$ cat config.mk
export PLATFORM = sky130hd
export DESIGN_NAME = psum_drain
export DESIGN_NICKNAME = d
export VERILOG_FILES = /design/src/rtl/psum_drain.sv
export SDC_FILE = /design/constraint.sdc
export NUM_CORES = 1
export LEC_CHECK = 0
export CORE_ASPECT_RATIO = 0.7
export CORE_MARGIN = 4
export CORE_UTILIZATION = 40
export CTS_CLUSTER_SIZE = 28
export DETAILED_ROUTE_END_ITERATION = 8
export PLACE_DENSITY = 0.68
export SLEW_MARGIN = 20
export SYNTH_ARGS = -nofsm -noshare
export SYNTH_HDL_FRONTEND = slang
export SYNTH_SLANG_ARGS = --single-unit
$ cat constraint.sdc
create_clock -name clk -period 7.9 [get_ports clk]
set_input_delay 0.79 -clock clk [delete_from_list [all_inputs] [get_ports clk]]
set_output_delay 0.79 -clock clk [all_outputs]
set_load 0.03 [all_outputs]
$ cat src/rtl/psum_drain.sv
// psum_drain: snapshots an N x N array of partial sums and streams them out
// in row-major order over a valid/ready handshake.
module psum_drain #(
    parameter int N = 4,
    parameter int W = 16
) (
    input  logic                     clk,
    input  logic                     rstSys,
    input  logic                     start_check,
    input  logic [N*N*W-1:0]         psum_flat,
    input  logic                     out_ready,
    output logic                     out_valid,
    output logic [W-1:0]             out_data,
    output logic [$clog2(N*N)-1:0]   out_idx,
    output logic                     out_last,
    output logic                     busy,
    output logic                     done,
    output logic                     missed
);

    localparam int NE = N * N;
    localparam int IW = $clog2(NE);
    localparam logic [IW-1:0] LAST = IW'(NE - 1);

    typedef enum logic [1:0] {
        IDLE,
        CAPTURE,
        DRAIN,
        DONE
    } state_t;

    state_t        state;
    logic [IW-1:0] idx;
    logic [IW-1:0] nidx;
    logic [W-1:0]  snap [NE];

    assign nidx    = idx + 1'b1;
    assign out_idx = idx;

    always_ff @(posedge clk) begin
        if (rstSys) begin
            state     <= IDLE;
            idx       <= '0;
            out_valid <= 1'b0;
            out_data  <= '0;
            out_last  <= 1'b0;
            busy      <= 1'b0;
            done      <= 1'b0;
            missed    <= 1'b0;
            for (int i = 0; i < NE; i++) begin
                snap[i] <= '0;
            end
        end else begin
            done <= 1'b0;
            // A start request is only honoured from IDLE; anything else is lost
            if (start_check && state != IDLE) begin
                missed <= 1'b1;
            end
            unique case (state)
                IDLE: begin
                    if (start_check) begin
                        for (int i = 0; i < NE; i++) begin
                            snap[i] <= psum_flat[i*W +: W];
                        end
                        busy  <= 1'b1;
                        state <= CAPTURE;
                    end
                end
                CAPTURE: begin
                    idx       <= '0;
                    out_valid <= 1'b1;
                    out_data  <= snap[0];
                    out_last  <= (LAST == '0);
                    state     <= DRAIN;
                end
                DRAIN: begin
                    if (out_ready) begin
                        if (idx == LAST) begin
                            out_valid <= 1'b0;
                            out_data  <= '0;
                            out_last  <= 1'b0;
                            busy      <= 1'b0;
                            done      <= 1'b1;
                            state     <= DONE;
                        end else begin
                            idx      <= nidx;
                            out_data <= snap[nidx];
                            out_last <= (nidx == LAST);
                        end
                    end
                end
                DONE: begin
                    state <= IDLE;
                end
                default: begin
                    state <= IDLE;
                end
            endcase
        end
    end

endmodule

==> results of run 1 <==
## worst reg2reg max path, stage by stage, from the launching register on
cell and delay, ps:
dfxtp_4 850, inv_2 480, ha_4 1000, buf_4 740
mux2i_1 210, mux4_2 470, or3b_1 370, a311oi_2 230
## state kept, by name (all words and copies together), names as in the netlist
signal	flops
out_last	1
out_idx	4
done	1
busy	1
missed	1
snap	256
state	2
out_valid	1
out_data	16
## cell type report
class	count	area [µm²]
Multi-Input combinational cell	521	4490
Tap cell	420	526
Clock inverter	14	116
Inverter	6	22.5
Timing Repair Buffer	291	2890
Fill cell	2647	14600
Clock buffer	35	736
Sequential cell	283	8230
## logic make-up (layout without fill, tap and decap cells)
logic type | after synthesis | after routing | synth area share, %
buffers and inverters | 70 | 346 | 2.59
multiplexers | 130 | 130 | 14.8
XOR/XNOR | 1 | 1 | 0.125
AND/OR/NAND/NOR | 335 | 335 | 15.5
flip-flops | 283 | 283 | 63.2
AO/OA/AOI/OAI | 50 | 50 | 3.24
adder cells (fa/ha/maj) | 5 | 5 | 0.481
## per-layer routing
layer | part of all wire (%) | track usage, % | vias to the layer above | wire [µm]
li1 | - | - | 3709 | -
met1 | 45 | 26.7 | 3918 | 15200
met2 | 47 | 29.4 | 232 | 15800
met3 | 6.6 | 4.61 | 36 | 2240
met4 | 1.8 | 3.08 | 0 | 592
met5 | 0 | 0 | - | 0
## metrics by stage
stage	total power [W]	util, %	instance area [µm²]	cells	hold WS (ps)
2_1_floorplan	0.00307	-	13000	874	487
3_3_place_gp	0.00355	51.1	16200	1521	452
3_5_place_dp	0.00357	51.1	16200	1521	458
4_1_cts	0.00485	53.8	17000	1570	468
5_1_grt	0.00502	53.8	17000	1570	498
6_report	0.00479	53.8	17000	1570	467
## power breakdown
| part | leakage, nW | switching (W) | internal (W) |
|---|---|---|---|
| logic | 3.06 | 0.000688 | 0.000591 |
| registers | 2.96 | 0.000158 | 0.00208 |
| clock network | 0.422 | 0.000551 | 0.000719 |
## final timing paths
| path | start | endpoint | slack, ps | depth (start not counted) |
|---|---|---|---|---|
| worst max-delay path | out_idx[0]$_SDFFE_PP0P_ | out_data[15]$_SDFFE_PP0P_ | 3450 | 7 |
| worst min register to register | out_last$_SDFFE_PP0P_ | out_last$_SDFFE_PP0P_ | 470 | 2 |
| worst min-delay path | out_last$_SDFFE_PP0P_ | out_last$_SDFFE_PP0P_ | 470 | 2 |
| worst max register to register | out_idx[0]$_SDFFE_PP0P_ | out_data[15]$_SDFFE_PP0P_ | 3450 | 7 |
## synth_stat cells (2+ instances only)
| master | instances | area share [%] |
|---|---|---|
| a21oi_1 | 10 | 0.38 |
| edfxtp_1 | 256 | 59 |
| nand2_1 | 24 | 0.69 |
| clkbuf_1 | 41 | 1.2 |
| a311oi_2 | 15 | 1.7 |
| nand2b_1 | 5 | 0.24 |
| nand3_1 | 3 | 0.12 |
| buf_12 | 2 | 0.31 |
| nor3_1 | 4 | 0.15 |
| dfxtp_1 | 27 | 4.2 |
| buf_1 | 4 | 0.12 |
| nor3b_1 | 2 | 0.12 |
| inv_1 | 5 | 0.14 |
| and2_1 | 161 | 7.7 |
| o21ai_0 | 16 | 0.62 |
| mux4_2 | 48 | 8.3 |
| buf_2 | 9 | 0.35 |
| mux2_2 | 19 | 1.6 |
| clkbuf_4 | 2 | 0.12 |
| a211oi_1 | 2 | 0.12 |
| nor2_1 | 19 | 0.55 |
| nor2b_1 | 98 | 4.7 |
| a31oi_1 | 2 | 0.096 |
| or3b_1 | 15 | 1.0 |
| buf_4 | 6 | 0.35 |
| mux2i_1 | 63 | 4.8 |
| nand4_1 | 3 | 0.14 |
| ha_1 | 5 | 0.48 |
==> results.ini, run 1 <==
[place]
port_buffers = 284
post-place-ws_ps = 3280
dp_hpwl_um = 24200
gp_congestion = 0.811

[sta]
hold_violations = 0
fin_skew_ps = 17.0
min_period_ps = 4450
relSlewSlack_pct = 35.2
fmax_ghz = 0.225
final-max-slew-violation-count = 0
worstMarginPinSlew_ps = 972
worst_slack_ps = 3450
setup_viol = 0
min_period_over_period_pct = 56.3
setup_tns_ps = 0
rsz0062_at_grt = no

[finish]
n_antenna_cell = 0
nets = 1395
drive_gt1_share_pct = 11.8
synthToLayoutAreaGrowth_pct = 30.8
layout_common_cells = clkdlybuf4s50_1, edfxtp_1, and2_1, nor2b_1, mux2i_1
layout_commonest_cell = clkdlybuf4s50_1

[route]
first_pass_iters = 5
wl_um = 33800
drc_errors = 0
avgRoutedWirePerCell_um = 21.5
drt_iter0_drc = 483
viasPerCell = 5.03
vias = 7895
ant_nets = 0

[synthesis]
synthDistinctLibCells = 36
yosysWarnings = 0
synth_area_per_cell_um2 = 14.9
synth-async-reset-ratio_pct = 0
syn_nets = 1139
seq_area_frac_synth_pct = 63.2
synth_cells = 874
synth_flop_cell = edfxtp_1
synth_edf_count = 256
synth_seq_cells = 283
synth_area_um2 = 13000

[floorplan]
ios = 285
design.die.area_um2 = 35500
initial_utilization_pct = 41.1
die_h_um = 159
rows = 54
die_w_um = 224
coreArea_um2 = 31600

[worst_setup_path]
crit_path_max_fanout = 52
critPathLaunchType = flop
crit_type = flop to flop
critPathCaptureType = flop
slowest_delay_ps = 990
cp_num_buf_inv = 2
cp.arrival_ps = 4890
cp_cell_sequence = inv_2 -> ha_4 -> buf_4 -> mux2i_1 -> mux4_2 -> or3b_1 -> a311oi_2
cp.required_ps = 8350
critPathSlowestCell = ha_4
cpLargestDelayFamily = buffers and inverters

[grt]
grt_max_degree = 128
antenna_found_initial = 0
grt_use_total_pct = 18.6
grt_pass1_vias = 8494
grt_pass1_wl_um = 50900
overflow = 0

[clock_tree]
ctsHoldBuffers = 0
ctsHtreeMaxLevel = 1
post_cts_buffers = 0
cts.sinks = 283
post_cts_resized = 0
cts_buffers = 27
clock_latency_ps = 550
clk_pin_slew_ps = 70
root_buffer = clkbuf_16
cts_buffer_depth = 3
tritoncts = built

[min_path]
worstHoldPathType = flop to flop

[flow_run]
maxCapViolations = 0

[power_and_ir_drop]
p_leak_nw = 6.44
vdd_drop_max_mv = 0.167
p_per_area_nw_per_um2 = 281

[status]
outcome = finished clean

No activity file was read; power rests on OpenSTA's default activity.
==> inputs of run 2 (changes only) <==
--- a/config.mk
+++ b/config.mk
@@ -10,7 +10,7 @@
 export CORE_UTILIZATION = 40
 export CTS_CLUSTER_SIZE = 28
 export DETAILED_ROUTE_END_ITERATION = 8
-export PLACE_DENSITY = 0.68
+export PLACE_DENSITY = 0.66
 export SLEW_MARGIN = 20
 export SYNTH_ARGS = -nofsm -noshare
 export SYNTH_HDL_FRONTEND = slang
==> constraint.sdc (replaced) <==
create_clock -name clk -period 4.21 [get_ports clk]
set_input_delay 0.421 -clock clk [delete_from_list [all_inputs] [get_ports clk]]
set_output_delay 0.421 -clock clk [all_outputs]
set_load 0.03 [all_outputs]
==> run 2 against run 1 <==
Against the previous run:
- maximum frequency is 56% higher
- core utilization increased by 0.44 points
- register-to-register slack lost 2100 ps
- total power rose by 91%
- worst setup slack got worse by 2100 ps
- cell area increased by 0.82%
- flip-flop and latch count did not move
- routed wire length fell by 1.5%
- critical path depth down 1
==> results.ini, run 2 (same netlist as run 1, synthesis figures left out) <==
[status]
outcome = finished clean  ; unchanged

[sta]
setup_viol = 0  ; unchanged
relSlewSlack_pct = 37.4  ; was 35.2%
final-max-slew-violation-count = 0  ; unchanged
min_period_ps = 2850  ; was 4450 ps
hold_violations = 0  ; unchanged
fmax_ghz = 0.351  ; was 0.225 GHz
holdWs_ps = 410  ; was 467 ps
worstMarginPinSlew_ps = 921  ; was 972 ps
rsz0062_at_grt = no  ; unchanged
min_period_over_period_pct = 67.7  ; was 56.3%
fin_skew_ps = 8.42  ; was 17.0 ps
setup_tns_ps = 0  ; unchanged
worst_slack_ps = 1360  ; was 3450 ps

[worst_setup_path]
critPathSlowestCell = xor2_4  ; was ha_4
r2r_slack_ps = 1360  ; was 3450 ps
cpLargestDelayFamily = XOR/XNOR gates  ; was buffers and inverters
slowest_delay_ps = 730  ; was 990 ps
cp_num_buf_inv = 1  ; was 2
worst_r2r_path_depth = 6  ; was 7
cp_cell_sequence = ha_1 -> xor2_4 -> buf_4 -> mux4_2 -> o21ai_1 -> o31ai_1  ; was inv_2 -> ha_4 -> buf_4 -> mux2i_1 -> mux4_2 -> or3b_1 -> a311oi_2
critPathLaunchType = flop  ; unchanged
critPathCaptureType = flop  ; unchanged
crit_type = flop to flop  ; unchanged
crit_start = out_idx[1]$_SDFFE_PP0P_  ; was out_idx[0]$_SDFFE_PP0P_
crit_path_max_fanout = 23  ; was 52
regToRegStartpoint = out_idx[1]$_SDFFE_PP0P_  ; was out_idx[0]$_SDFFE_PP0P_
r2r-end = out_data[10]$_SDFFE_PP0P_  ; was out_data[15]$_SDFFE_PP0P_
cp.required_ps = 4640  ; was 8350 ps
cp.arrival_ps = 3280  ; was 4890 ps

[floorplan]
die_h_um = 159  ; unchanged
rows = 54  ; unchanged
initial_utilization_pct = 41.1  ; unchanged
design.die.area_um2 = 35500  ; unchanged
die_w_um = 224  ; unchanged
ios = 285  ; unchanged
coreArea_um2 = 31600  ; unchanged

[clock_tree]
root_buffer = clkbuf_16  ; unchanged
tritoncts = built  ; unchanged
clk_pin_slew_ps = 60  ; was 70 ps
cts.sinks = 283  ; unchanged
post_cts_resized = 0  ; unchanged
ctsHoldBuffers = 0  ; unchanged
cts_buffer_depth = 3  ; unchanged
ctsHtreeMaxLevel = 1  ; unchanged
cts_buffers = 28  ; was 27
post_cts_buffers = 0  ; unchanged
clock_latency_ps = 550  ; about the same

[grt]
grt_pass1_wl_um = 49600  ; was 50900 µm
grt_use_total_pct = 18.1  ; was 18.6%
grt_pass1_vias = 8260  ; was 8494
antenna_found_initial = 0  ; unchanged
grt_max_degree = 89  ; was 128
overflow = 0  ; unchanged

[place]
post-place-ws_ps = 1360  ; was 3280 ps
dp.cells = 1527  ; was 1521
port_buffers = 284  ; unchanged
gp_congestion = 0.774  ; was 0.811
dp_hpwl_um = 23800  ; was 24200 µm

[finish]
regMostFlops = snap  ; unchanged
instances_no_fill = 1576  ; was 1570
drive_gt1_share_pct = 11.9  ; was 11.8%
layout_common_cells = clkdlybuf4s50_1, edfxtp_1, and2_1, nor2b_1, mux2i_1  ; unchanged
layout_commonest_cell = clkdlybuf4s50_1  ; unchanged
final_core_util_pct = 54.2  ; was 53.8%
largest_register_ffs = 256  ; unchanged
synthToLayoutAreaGrowth_pct = 31.8  ; was 30.8%
nets = 1402  ; was 1395
n_antenna_cell = 0  ; unchanged

[min_path]
min_path_cells = 2  ; unchanged
hold_path.startpoint = rstSys  ; was out_last$_SDFFE_PP0P_
min_to = state[1]$_SDFFE_PP0P_  ; was out_last$_SDFFE_PP0P_
worstHoldPathType = input pin to flop  ; was flop to flop

[route]
first_pass_iters = 4  ; was 5
drc_errors = 0  ; unchanged
wl_met1_um = 15200  ; about the same
drt_iter0_drc = 567  ; was 483
wl_met3_um = 2030  ; was 2240 µm
ant_nets = 0  ; unchanged
route.met2.wl_um = 15600  ; was 15800 µm
top_layer = met4  ; unchanged
avgRoutedWirePerCell_um = 21.1  ; was 21.5 µm
wl_um = 33300  ; was 33800 µm
viasPerCell = 4.98  ; was 5.03
vias = 7856  ; was 7895

[flow_run]
maxCapViolations = 0  ; unchanged

[power_and_ir_drop]
p_leak_nw = 6.50  ; was 6.44 nW
p_per_area_nw_per_um2 = 533  ; was 281 nW/µm²
vdd_drop_max_mv = 0.276  ; was 0.167 mV

==> run 2: layer usage <==
layer | up-vias | GRT usage, %
li1 | 3728 | -
met1 | 3855 | 26.2
met2 | 236 | 28.8
met3 | 37 | 4.04
met4 | 0 | 3.05
met5 | - | 0
==> run 2: worst max-delay path by stage <==
stage,end,slack [ps],depth (start not counted)
floorplan,snap[0][0]$_SDFFCE_PN0P_,1050,3
global placement,out_data[10]$_SDFFE_PP0P_,1470,6
detailed placement,out_data[10]$_SDFFE_PP0P_,1360,6
CTS,out_idx[0],1340,2
global route,out_data[10]$_SDFFE_PP0P_,1200,6
finish,out_data[10]$_SDFFE_PP0P_,1360,6
==> run 2: worst register-to-register path, delay by kind of cell, from the launching register on <==
family                   cells  cell delay [ps]
adder cells (fa/ha/maj)      1              410
buffers and inverters        1              390
AO/OA/AOI/OAI                2              220
XOR/XNOR                     1              730
multiplexers                 1              530
flip-flops                   1              470
==> run 2: power by group <==
group	total (W)	internal [W]	leakage [nW]	switching [W]
combinational	0.00255	0.00115	3.11	0.00140
sequential	0.00413	0.00390	2.96	0.000231
clock	0.00245	0.00143	0.424	0.00102
==> run 2: area by class of cell <==
class	instances	area, µm²
Clock inverter	12	129
Timing Repair Buffer	297	3000
Multi-Input combinational cell	521	4490
Fill cell	2579	14500
Sequential cell	283	8230
Inverter	6	22.5
Clock buffer	37	756
Tap cell	420	526
==> run 2: stage by stage <==
stage / total power (W) / cell area [µm²]
after CTS: 0.00925 / 17200
after global routing: 0.00957 / 17200
after floorplan: 0.00573 / 13000
final: 0.00913 / 17200
after detailed placement: 0.00678 / 16300
after global placement: 0.00674 / 16300
